**src/rtl/vending_controller.sv**
```systemverilog
// rtl/vending_controller.sv - coin-accepting product vendor with greedy coin-by-coin change return
// Credit accrues from one-hot coin strobes; change/refund is paid out over a valid/ack handshake.
module vending_controller #(
  parameter int CREDIT_WIDTH  = 8,
  parameter int PRODUCT_COUNT = 4,
  parameter logic [PRODUCT_COUNT*CREDIT_WIDTH-1:0] PRICE_LIST = {8'd30, 8'd25, 8'd20, 8'd15},
  parameter int MAX_CREDIT    = 35,
  parameter int NICKEL_VALUE  = 5,
  parameter int DIME_VALUE    = 10,
  parameter int QUARTER_VALUE = 25,
  localparam int IDX_W = (PRODUCT_COUNT > 1) ? $clog2(PRODUCT_COUNT) : 1
) (
  input  logic                     clock,
  input  logic                     clear_n,
  input  logic                     enable,
  input  logic [2:0]               coin,
  input  logic [PRODUCT_COUNT-1:0] select,
  input  logic                     cancel,
  input  logic                     change_ack,
  output logic [CREDIT_WIDTH-1:0]  credit,
  output logic [CREDIT_WIDTH-1:0]  price,
  output logic                     vend,
  output logic [IDX_W-1:0]         vend_index,
  output logic                     coin_reject,
  output logic                     short_credit,
  output logic                     change_valid,
  output logic [2:0]               change_coin,
  output logic [1:0]               state
);

  typedef enum logic [1:0] {
    ST_ACCEPT  = 2'd0,
    ST_VEND    = 2'd1,
    ST_CHANGE  = 2'd2,
    ST_ILLEGAL = 2'd3
  } state_t;

  localparam logic [CREDIT_WIDTH:0]   MAX_SUM  = (CREDIT_WIDTH+1)'(MAX_CREDIT);
  localparam logic [CREDIT_WIDTH-1:0] N_VAL    = CREDIT_WIDTH'(NICKEL_VALUE);
  localparam logic [CREDIT_WIDTH-1:0] D_VAL    = CREDIT_WIDTH'(DIME_VALUE);
  localparam logic [CREDIT_WIDTH-1:0] Q_VAL    = CREDIT_WIDTH'(QUARTER_VALUE);

  state_t                    r_state;
  logic [CREDIT_WIDTH-1:0]   r_credit;
  logic [CREDIT_WIDTH-1:0]   r_remaining;
  logic [IDX_W-1:0]          r_sel_idx;
  logic                      r_coin_reject;
  logic                      r_short_credit;

  state_t                    w_state_nxt;
  logic [CREDIT_WIDTH-1:0]   w_credit_nxt;
  logic [CREDIT_WIDTH-1:0]   w_remaining_nxt;
  logic [IDX_W-1:0]          w_sel_idx_nxt;
  logic                      w_coin_reject_nxt;
  logic                      w_short_credit_nxt;

  logic [CREDIT_WIDTH-1:0]   w_prices [PRODUCT_COUNT];
  logic                      w_coin_onehot;
  logic [CREDIT_WIDTH-1:0]   w_coin_value;
  logic [CREDIT_WIDTH:0]     w_coin_sum;
  logic                      w_sel_onehot;
  logic [IDX_W-1:0]          w_sel_idx;
  logic [CREDIT_WIDTH-1:0]   w_sel_price;
  logic [CREDIT_WIDTH-1:0]   w_vend_rem;
  logic [2:0]                w_change_coin;
  logic [CREDIT_WIDTH-1:0]   w_change_value;
  logic [CREDIT_WIDTH-1:0]   w_change_rem;

  for (genvar g = 0; g < PRODUCT_COUNT; g++) begin : g_price
    assign w_prices[g] = PRICE_LIST[g*CREDIT_WIDTH +: CREDIT_WIDTH];
  end

  assign w_coin_onehot = $onehot(coin);
  assign w_sel_onehot  = $onehot(select);

  always_comb begin
    w_coin_value = '0;
    case (coin)
      3'b001:  w_coin_value = N_VAL;
      3'b010:  w_coin_value = D_VAL;
      3'b100:  w_coin_value = Q_VAL;
      default: w_coin_value = '0;
    endcase
  end

  // One extra bit so a coin near the top of the credit range cannot wrap past the ceiling check.
  assign w_coin_sum = {1'b0, r_credit} + {1'b0, w_coin_value};

  always_comb begin
    w_sel_idx = '0;
    for (int i = 0; i < PRODUCT_COUNT; i++) begin
      if (select[i]) w_sel_idx = IDX_W'(i);
    end
  end

  assign w_sel_price = w_prices[w_sel_idx];
  assign w_vend_rem  = r_credit - w_prices[r_sel_idx];

  // Greedy payout: always offer the largest coin that still fits in what is owed.
  always_comb begin
    w_change_coin  = 3'b000;
    w_change_value = '0;
    if (r_remaining >= Q_VAL) begin
      w_change_coin  = 3'b100;
      w_change_value = Q_VAL;
    end else if (r_remaining >= D_VAL) begin
      w_change_coin  = 3'b010;
      w_change_value = D_VAL;
    end else if (r_remaining >= N_VAL) begin
      w_change_coin  = 3'b001;
      w_change_value = N_VAL;
    end
  end

  assign w_change_rem = r_remaining - w_change_value;

  always_comb begin
    w_state_nxt        = r_state;
    w_credit_nxt       = r_credit;
    w_remaining_nxt    = r_remaining;
    w_sel_idx_nxt      = r_sel_idx;
    w_coin_reject_nxt  = 1'b0;
    w_short_credit_nxt = 1'b0;
    case (r_state)
      ST_ACCEPT: begin
        if (enable) begin
          if (cancel) begin
            if (r_credit != '0) begin
              w_remaining_nxt = r_credit;
              w_credit_nxt    = '0;
              w_state_nxt     = ST_CHANGE;
            end
          end else if (w_coin_onehot) begin
            if (w_coin_sum <= MAX_SUM) w_credit_nxt = w_coin_sum[CREDIT_WIDTH-1:0];
            else                       w_coin_reject_nxt = 1'b1;
          end else if (w_sel_onehot) begin
            if (r_credit >= w_sel_price) begin
              w_sel_idx_nxt = w_sel_idx;
              w_state_nxt   = ST_VEND;
            end else begin
              w_short_credit_nxt = 1'b1;
            end
          end
        end
      end
      ST_VEND: begin
        w_credit_nxt = '0;
        if (w_vend_rem != '0) begin
          w_remaining_nxt = w_vend_rem;
          w_state_nxt     = ST_CHANGE;
        end else begin
          w_state_nxt = ST_ACCEPT;
        end
      end
      ST_CHANGE: begin
        if (enable && w_coin_onehot) w_coin_reject_nxt = 1'b1;
        // A residue smaller than the smallest coin cannot be paid out, so it is dropped.
        if (w_change_value == '0) begin
          w_remaining_nxt = '0;
          w_state_nxt     = ST_ACCEPT;
        end else if (change_ack) begin
          w_remaining_nxt = w_change_rem;
          if (w_change_rem == '0) w_state_nxt = ST_ACCEPT;
        end
      end
      default: begin
        w_state_nxt     = ST_ACCEPT;
        w_credit_nxt    = '0;
        w_remaining_nxt = '0;
      end
    endcase
  end

  always_ff @(posedge clock or negedge clear_n) begin
    if (!clear_n) begin
      r_state        <= ST_ACCEPT;
      r_credit       <= '0;
      r_remaining    <= '0;
      r_sel_idx      <= '0;
      r_coin_reject  <= 1'b0;
      r_short_credit <= 1'b0;
    end else begin
      r_state        <= w_state_nxt;
      r_credit       <= w_credit_nxt;
      r_remaining    <= w_remaining_nxt;
      r_sel_idx      <= w_sel_idx_nxt;
      r_coin_reject  <= w_coin_reject_nxt;
      r_short_credit <= w_short_credit_nxt;
    end
  end

  assign state        = r_state;
  assign credit       = (r_state == ST_CHANGE) ? r_remaining : r_credit;
  assign price        = w_sel_onehot ? w_sel_price : '0;
  assign vend         = (r_state == ST_VEND);
  assign vend_index   = r_sel_idx;
  assign coin_reject  = r_coin_reject;
  assign short_credit = r_short_credit;
  assign change_valid = (r_state == ST_CHANGE);
  assign change_coin  = change_valid ? w_change_coin : 3'b000;

endmodule

```
**config.mk**
```make
export PLATFORM = sky130hd
export DESIGN_NAME = vending_controller
export DESIGN_NICKNAME = d
export VERILOG_FILES = /design/src/rtl/vending_controller.sv
export SDC_FILE = /design/constraint.sdc
export NUM_CORES = 1
export LEC_CHECK = 0
export CORE_AREA = 3 3 74 76
export CTS_CLUSTER_SIZE = 24
export DETAILED_ROUTE_END_ITERATION = 6
export DIE_AREA = 0 0 77 79
export DONT_BUFFER_PORTS = 1
export HOLD_SLACK_MARGIN = 0.1
export PLACE_DENSITY = 0.68
export SYNTH_ARGS = -nofsm -noshare
export SYNTH_HDL_FRONTEND = slang
export SYNTH_SLANG_ARGS = --single-unit
```
**constraint.sdc**
```tcl
create_clock -name clock -period 6.4 [get_ports clock]
set_input_delay 0 -clock clock [delete_from_list [all_inputs] [get_ports clock]]
set_output_delay 0 -clock clock [all_outputs]
set_load 0.1 [all_outputs]
```
=== Yosys cells after proc, flatten, opt, wreduce, memory -nomap -nowiden ===
Cells that the tools add are included.

* Mux-type cells: 55
* Bitwise logic cells: 5
* Add/subtract/negate cells: 8
* Order comparisons: 7
* Equal/unequal tests: 19
* Reductions and logical operators: 10

{| class="wikitable"
|+ Operators by type and width
! kind !! count
|-
| 8-bit two-way mux || 17
|-
| 8-bit binary-select mux with 2-bit select || 2
|-
| 2-bit two-way mux || 13
|-
| 8-bit one-hot mux with 3 select lines || 1
|-
| 3-bit inequality test (second input constant) || 6
|-
| 8-bit zero test || 2
|-
| 8-bit one-hot mux with 2 select lines || 1
|-
| 8-bit nonzero test || 2
|-
| 8-bit subtractor || 2
|-
| 5-bit one-hot mux with 3 select lines || 1
|-
| 1-bit two-way mux || 13
|-
| 5-bit AND reduction || 2
|-
| 8-bit by 8-bit adder with 9-bit output || 1
|-
| 9-bit by 6-bit less-or-equal comparator with 1-bit output (second input constant) || 1
|-
| 3-bit two-way mux || 3
|-
| 8-bit by 3-bit >= comparator with 1-bit output (second input constant) || 1
|-
| 8-bit by 4-bit >= comparator with 1-bit output (second input constant) || 1
|-
| 8-bit by 5-bit >= comparator with 1-bit output (second input constant) || 1
|-
| 8-bit >= comparator || 1
|-
| 7-bit AND reduction || 1
|-
| 1-bit by 1-bit adder with 2-bit output || 3
|-
| 3-bit by 1-bit equality test with 1-bit output (second input constant) || 2
|-
| 3-bit >= comparator (second input constant) || 2
|-
| 2-bit inequality test (second input constant) || 3
|-
| other kinds (18) || 22
|}

* Word-level logic and storage cells: 110
* Flip-flop bits (word level): 22
* Bits of input ports: 12
* Output and inout port bits: 27

=== Depth between registers and ports, before layout ===
Gate-level depths: netlist (run 1).

* Depth in word-level cells: 14
* Depth in mapped cells: 15
* Gate-level depth less buffers: 14

=== Worst setup path after synthesis (run 1) ===
No wires, ideal clock.

* Path kind: register to output
* Start: reg r_state[0] (netlist: state[0])
* End: out credit[0]
* Cell stages (with the launch flop): 8
* Path buffers: 3
* Setup slack: 1.657 ns
* Data arrival time: 4.743 ns
* Required time: 6.400 ns
* Cell sequence: dfrtp_1 > buf_4 > inv_2 > nand2_1 > clkbuf_1 > inv_1 > clkbuf_1 > o21ai_0

* Longest elaborated chain between the ends: 2

{| class="wikitable"
|+ RTL lines
! what !! RTL line !! text
|-
| start, declared || 43 || <nowiki>state_t r_state;</nowiki>
|-
| start signal, assigned || 183 || <nowiki>r_state <= w_state_nxt;</nowiki>
|-
| 2-bit equality test || - ||
|-
| named net change_valid || 26 || <nowiki>output logic change_valid,</nowiki>
|-
| 8-bit two-way mux || 193 || <nowiki>assign credit = (r_state == ST_CHANGE) ? r_remaining : r_credit;</nowiki>
|-
| end, declared || 20 || <nowiki>output logic [CREDIT_WIDTH-1:0] credit,</nowiki>
|}

The timed path passes the listed nets, and every way through them passes these cells.

=== Worst setup path in the final report (run 1) ===
* Start: reg r_sel_idx[0] (netlist: vend_index[0])
* End: reg r_remaining[1]

* Longest elaborated chain between the ends: 8
* Elaborated cells between the ends (all ways): 10
* Those cells by class: add/sub (1); eq/ne (1); mux (5); bitwise (1); reduce/logical (2)

{| class="wikitable"
|+ RTL lines
! what !! RTL line !! text
|-
| start, declared || 46 || <nowiki>logic [IDX_W-1:0] r_sel_idx;</nowiki>
|-
| start signal, assigned || 186 || <nowiki>r_sel_idx <= w_sel_idx_nxt;</nowiki>
|-
| 2-bit inverter with 3-bit output (not written as such) * || 97 || <nowiki>assign w_vend_rem = r_credit - w_prices[r_sel_idx];</nowiki>
|-
| 8-bit binary-select mux with 2-bit select * || 97 ||
|-
| 8-bit two-way mux (not written as such) * (2 in series) || 97 ||
|-
| 8-bit subtractor * || 97 ||
|-
| 8-bit nonzero test || 148 || <nowiki>if (w_vend_rem != '0) begin</nowiki>
|-
| 2-bit by 1-bit inequality test with 1-bit output (no line) || - ||
|-
| 5-bit AND reduction (no line) || - ||
|-
| end signal, assigned || 185 || <nowiki>r_remaining <= w_remaining_nxt;</nowiki>
|-
| end, declared || 45 || <nowiki>logic [CREDIT_WIDTH-1:0] r_remaining;</nowiki>
|}

Mark *: on every way between the ends. The rest lies on a longest branch, timed or not. The select of a mux whose other input is x is not followed.
A chain may end at the register's enable or synchronous reset.

==> summary.txt, run 1 <==
Finish
  • Layout cell share with drive strength beyond 1: 13.9%
  • Total non-filler cell area in the finished layout: 0.00284 sq mm
  • Utilization after layout: between 50% and 60%
  • Area delta synth->final: 7.18%
  • Number of diodes added for antenna fixing: 0
  • Final-stage net count: around 380
  • Final Non-Filler Cells: 397
  • Fill cell instance count of the final layout: 449

Critical path
  • Cell class contributing the biggest share of worst-path delay: compound AO/OA/AOI/OAI gates
  • Slowest stage delay, CP: about 1 ns
  • Critical Path AT: approximately 4.4 ns
  • Most frequent cell on the critical path: ha_1
  • Number of buffer and inverter stages on the critical path: 1
  • Crit path required time: 6.56 ns
  • Start-to-end type of the worst setup path: reg -> reg
  • Crit path launch type: register
  • Worst Setup End Kind: register
  • Critical-path maximum fanout: 14
  • Slowest library cell on the worst path: dfrtp_1
  • Critical path cell sequence: inv_1, ha_1, or2_2, ha_1, fa_1, nand2b_1, a211o_1, nor2_1, o2111ai_1, o221ai_2, mux2_1

Logic synthesis
  • Total of flip-flops plus latches after synthesis: 22
  • Share of cell area taken by muxes after synthesis: 2.03%
  • Post-synthesis adder-cell area fraction: 17.5%
  • Combined area of all synthesized cells: 0.00265 sq mm
  • Average instance area after synthesis: about 8 sq um
  • Post-synth top flop: dfrtp_1
  • Number of enable flip-flop cells after synthesis: 0
  • Combinational family with the most area after synthesis: simple AND/OR/NAND/NOR gates
  • Gate Count Post-Synth: about 330
  • Parity-gate share of the synthesized area counting xor and xnor cells: 3.64%
  • Simple-gate share of the synthesized area: 26.2%
  • Leading area contributor after synthesis: dfrtp_1
  • Fraction of synthesized cell area taken by the top area cell type: 20.8%
  • Number of different library cells in the post-synthesis netlist: 68
  • Leading post-synthesis cells by instance count: nand2_1, nor2_1, ha_1, inv_1, dfrtp_1
  • Post-synthesis async set-or-reset flop share: 100%
  • Most common cell in the synthesized netlist: nand2_1
  • Share of synthesized area occupied by flip-flops and latches: between 20% and 30%
  • Number of synthesis warnings: 0
  • Compound-Gate Fraction of Synth Area: 22.1%
  • Largest cells by area after synthesis: dfrtp_1, ha_1, nand2_1

STA
  • Hold violation total from the final report: 0
  • Worst Max-Slew Pin Slew: 1.10 ns
  • Clock Skew: 0.0103 ns
  • Worst slack on hold paths: 0.128 ns
  • Fmax: 0.237 GHz
  • Max Slew Vio Count: 0
  • Worst slew margin: 26.5%
  • Clock period minus worst slack: 4.22 ns
  • RSZ-0062 raised after global routing: no
  • Post-route fraction of the period consumed by the critical path: 66.0%
  • Final setup fails: 0
  • Final sum of negative setup slack: 0 ns

Route
  • Routed wire length: around 6500 um
  • Iter 0 DRT Violations: roughly 170
  • Post-route DRC: 0
  • Vias after detailed routing: 2,309
  • Vias per cell: 5.82
  • DRT Pass-1 Iters: 4
  • Post-DR wirelength/cell: roughly 16 um
  • Antenna Violating Nets Remaining: 0

Power and ir drop
  • Relative contribution of the clock network to total power: 9.8%
  • Total power density per cell area: roughly 490 mW/mm^2
  • Max rail drop VDD: roughly 290 uV
  • Switching power of the nets: 0.770 mW
  • Part of the total power dissipated in combinational logic: 74.0%
  • Leakage power summed over all cells: 1.35 nW
  • Switching power as a share of total power: about 56%
  • Internal cell power: 0.617 mW
  • Sequential group share of total power: roughly 16%

Floorplan
  • Die width: approximately 77 um
  • Die outline area: approximately 0.006 sq mm
  • Starting density of the core: 55.3%
  • Core ar.: 0.00479 sq mm
  • Row count: 25
  • Overall die height: roughly 79 um
  • Io pins: 39

Clock tree
  • Post-CTS setup buffer count: 0
  • Clock-pin slew of the registers on the worst-case setup and hold paths: 0.09 ns
  • Library cell used as clock root buffer: clkbuf_8
  • Num Clock Sinks: 22
  • H-tree levels: 1
  • TritonCTS clock tree: yes
  • Clk buf depth: 2
  • Insertion delay of the later-clocked pin in the worst-skew pair: 0.28 ns
  • Number of clock buffers inserted by TritonCTS: 3

Run
  • Count of maximum capacitance violations: 0

GRT
  • Global-route wire length before repair: 11,300 um
  • Grt ovf: 0
  • Largest net degree at the start of global routing: 23
  • Initial antenna violation count: 0
  • Vias in the first global route: 2,306
  • GR Util All Layers: a little under a quarter

Placement
  • Sum of net half-perimeters after detailed placement: 5020 um
  • Placer Congestion: 0.923
  • Cell count after placement: 387
  • Area of placed instances: 0.00271 sq mm
  • Number of buffer cells added on primary ports: 0

Run status
  • Status: completed

Min path
  • Worst Hold Class: in -> reg
[power groups by stage]
stage | clock (mW) | sequential [mW] | combinational [mW]
after CTS | 0.136 | 0.225 | 1.02
after global placement | 0 | 0.228 | 0.995
after detailed placement | 0 | 0.227 | 1.01
after floorplan | 0 | 0.216 | 0.854
after global routing | 0.143 | 0.231 | 1.13
final | 0.136 | 0.225 | 1.03
[layer usage]
layer	share of wire (%)	track usage, %
met5	0	0
met1	44	28.5
met4	1.5	6.23
met3	4.2	3.51
met2	50	41.6
[area by class of cell]
cell class              instances  area (sq um)  share of cell area, %
multi-input cells             265          1940                   68.3
flip-flops and latches         22           551                   19.4
inverters                      30           113                   3.97
well taps                      67          83.8                   2.95
repair buffers                  9          82.6                   2.91
clock buffers                   3          41.3                   1.46
clock inverters                 1          30.0                   1.06
[registers in the layout, indices dropped and copies added (netlist names)]
register / cells
r_credit: 8
r_remaining: 8
state: 2
vend_index: 2
coin_reject: 1
short_credit: 1
[worst paths after layout]
path / from / to / slack [ns] / depth (start not counted)
min in group asynchronous: clear_n / r_remaining[6] / 0.35 / 1
worst max register to register: vend_index[0] / r_remaining[1] / 2.18 / 11
worst min-delay path: select[2] / vend_index[0] / 0.13 / 3
worst min register to register: r_credit[0] / r_credit[0] / 0.61 / 1
worst max-delay path: vend_index[0] / r_remaining[1] / 2.18 / 11
max in group asynchronous: clear_n / r_remaining[4] / 5.42 / 1
[metrics by stage]
stage / worst slack, ns / power [mW]
after global placement: 2.32 / 1.22
after global routing: 1.92 / 1.51
after CTS: 2.19 / 1.38
after detailed placement: 2.21 / 1.24
final: 2.18 / 1.39
after floorplan: 1.66 / 1.07
[worst reg2reg max path: stages (launching register included)]
cell       delay [ns]
dfrtp_1          0.98
inv_1            0.25
ha_1             0.29
or2_2            0.30
ha_1             0.21
fa_1             0.40
nand2b_1         0.17
a211o_1          0.28
nor2_1           0.09
o2111ai_1        0.18
o221ai_2         0.59
mux2_1           0.39
[logic make-up after synthesis]
| family | after synthesis |
|---|---|
| simple gates | 132 |
| compound gates | 80 |
| buf+inv | 44 |
| fa+ha+maj | 34 |
| flops | 22 |
| xor+xnor | 11 |
| mux | 5 |
| other cells | 1 |
[what timing repair did]
action / in CTS / in global routing
hold endpoints to repair: 28 / 0
resized for setup: 0 / 0
hold buffers: 6 / 0
[cell usage in the layout, fill, tap and decap left out, types with 5 or more instances in the layout]
cell type | Yosys | routed
nand2b_1 | 7 | 7
nand3_1 | 10 | 10
nor2_1 | 31 | 23
nand2_1 | 37 | 37
or2_2 | 7 | 7
nor2_2 | 0 | 8
ha_1 | 29 | 29
o21ai_0 | 16 | 12
a22o_1 | 5 | 5
fa_1 | 5 | 5
a21oi_1 | 14 | 14
xnor2_1 | 8 | 8
dfrtp_1 | 22 | 22
nor3_1 | 7 | 7
dlygate4sd3_1 | 0 | 6
o21ai_1 | 5 | 5
inv_1 | 29 | 29
nor2b_1 | 6 | 6
No activity file was read; power rests on OpenSTA's default activity.
==> inputs of run 2 (changes only) <==
==> constraint.sdc (replaced) <==
create_clock -name clock -period 4 [get_ports clock]
set_input_delay 0 -clock clock [delete_from_list [all_inputs] [get_ports clock]]
set_output_delay 0 -clock clock [all_outputs]
set_load 0.1 [all_outputs]
==> summary.txt, run 2 (synthesis gave the netlist of run 1 again) <==
Finish
  • Utilization after layout: 61.9%
  • Commonest non-fill, non-tap cell in the layout: nand2_1
  • Layout cell share with drive strength beyond 1: 17.6%
  • Total non-filler cell area in the finished layout: 0.00296 sq mm
  • Area delta synth->final: 11.8%
  • Final-stage net count: 393
  • Final Non-Filler Cells: 413
  • Commonest cells after routing, fill and taps aside: nand2_1, inv_1, ha_1
  • Largest regs: r_credit: 8 flops, r_remaining: 8 flops
  • Number of diodes added for antenna fixing: 0

Route
  • Vias per cell: between 5 and 6
  • Iter 0 DRT Violations: 100
  • Vias after detailed routing: roughly 2,400
  • Routed wire length: 6550 um
  • DRT Pass-1 Iters: 5
  • Post-DR wirelength/cell: 15.9 um
  • Antenna Violating Nets Remaining: 0
  • Post-route DRC: 0

Floorplan
  • Row count: 25
  • Io pins: 39
  • Die width: 77 um
  • Core ar.: 0.00479 sq mm
  • Overall die height: 79 um
  • Die outline area: ~0.006 sq mm
  • Starting density of the core: a little under three fifths

STA
  • Worst Max-Slew Pin Slew: 1.07 ns
  • Final worst slack: 0.713 ns
  • Clock Skew: 0.00668 ns
  • Worst slack on hold paths: just over 0.1 ns
  • Final sum of negative setup slack: 0 ns
  • Fmax: 0.304 GHz
  • Post-route fraction of the period consumed by the critical path: 82.2%
  • RSZ-0062 raised after global routing: no
  • Final setup fails: 0
  • Worst slew margin: between 20 and 30%
  • Clock period minus worst slack: 3.29 ns
  • Hold violation total from the final report: 0
  • Max Slew Vio Count: 0

Critical path
  • Critical Path AT: 3.41 ns
  • Crit path launch type: register
  • Start-to-end type of the worst setup path: reg -> reg
  • Critical-path maximum fanout: 8
  • Crit path required time: roughly 4.1 ns
  • Worst Setup End Kind: register

Placement
  • Setup slack after placement: roughly 0.74 ns
  • Cell count after placement: 402
  • Number of buffer cells added on primary ports: 0
  • Placer Congestion: 0.930
  • Sum of net half-perimeters after detailed placement: 5080 um
  • Area of placed instances: between 0.002 and 0.003 sq mm

GRT
  • Grt ovf: 0
  • Global-route wire length before repair: approximately 11,000 um
  • Largest net degree at the start of global routing: 23
  • Initial antenna violation count: 0
  • GR Util All Layers: about 22%
  • Vias in the first global route: 2,324

Run status
  • Status: completed

Run
  • Count of maximum capacitance violations: 0

Clock tree
  • Clock-pin slew of the registers on the worst-case setup and hold paths: about 0.080 ns
  • Post-CTS setup buffer count: 0
  • Num Clock Sinks: 22
  • # resized after CTS: 0
  • Clk buf depth: 2
  • Number of clock buffers inserted by TritonCTS: 3
  • Library cell used as clock root buffer: clkbuf_8
  • TritonCTS clock tree: yes
  • H-tree levels: 1
  • Insertion delay of the later-clocked pin in the worst-skew pair: 0.27 ns

Power and ir drop
  • Sequential group share of total power: 16.0%
  • Max rail drop VDD: 541 uV
  • Overall power consumption: 2.28 mW
  • Total power density per cell area: 772 mW/mm^2
  • Switching power as a share of total power: between 50 and 60%
  • Internal cell power: 1.04 mW
  • Relative contribution of the clock network to total power: 9.2%
  • Leakage power summed over all cells: 1.44 nW
  • Part of the total power dissipated in combinational logic: 74.8%
  • Switching power of the nets: about 1.2 mW

Min path
  • Worst Hold Class: in -> reg
[run 2: cell count changes in the layout (fill, tap and decap cells not counted)]
cell,change
dlygate4sd3_1,+1
buf_4,+15
[run 2: final cells by class]
class,instances,area (sq um)
Timing Repair Buffer,25,205
Tap cell,67,83.8
Multi-Input combinational cell,265,1940
Sequential cell,22,551
Clock inverter,1,30.0
Clock buffer,3,41.3
Inverter,30,113
Fill cell,455,1830
[run 2: final timing paths]
check                               start             end  slack (ns)  depth (start not counted)
max in group asynchronous         clear_n  r_remaining[2]        2.98                          1
min in group asynchronous         clear_n     coin_reject        0.37                          1
setup reg to reg           r_remaining[6]        state[1]        0.71                         14
hold reg to reg               r_credit[0]     r_credit[0]        0.59                          1
hold / removal                     cancel  r_remaining[0]        0.10                          4
setup / recovery           r_remaining[6]        state[1]        0.71                         14
[run 2: power by group through the flow]
stage | Combinational [mW] | Clock, mW | Sequential (mW)
after floorplan | 1.37 | 0 | 0.345
after global placement | 1.64 | 0 | 0.370
after detailed placement | 1.67 | 0 | 0.370
after CTS | 1.69 | 0.213 | 0.366
after global routing | 1.88 | 0.224 | 0.375
final | 1.71 | 0.210 | 0.366
[run 2: what timing repair did]
item,4_1_cts,5_1_grt
endpoints found under the setup margin,0,0
hold endpoints to repair,28,0
hold buffers,7,0
[run 2: routing by layer]
layer | share of wire, % | global-route usage, % | vias to the layer above
li1 | - | - | 1190
met1 | 41 | 26.5 | 1144
met2 | 52 | 42.5 | 68
met3 | 6.0 | 3.29 | 6
met4 | 1.0 | 3.38 | 0
met5 | 0 | 0 | -
[run 2: worst max-delay path, stage by stage, from the launching register on]
cell and delay [ns]:
dfrtp_1 0.48, or4_4 0.60, nor2_1 0.17, nand2_1 0.13, nand2_1 0.09, ha_1 0.16
inv_1 0.05, fa_1 0.41, a21o_1 0.18, a21oi_1 0.19, nor2b_1 0.24, a21oi_1 0.09
o21ai_0 0.13, and3_1 0.16, o21ai_0 0.09
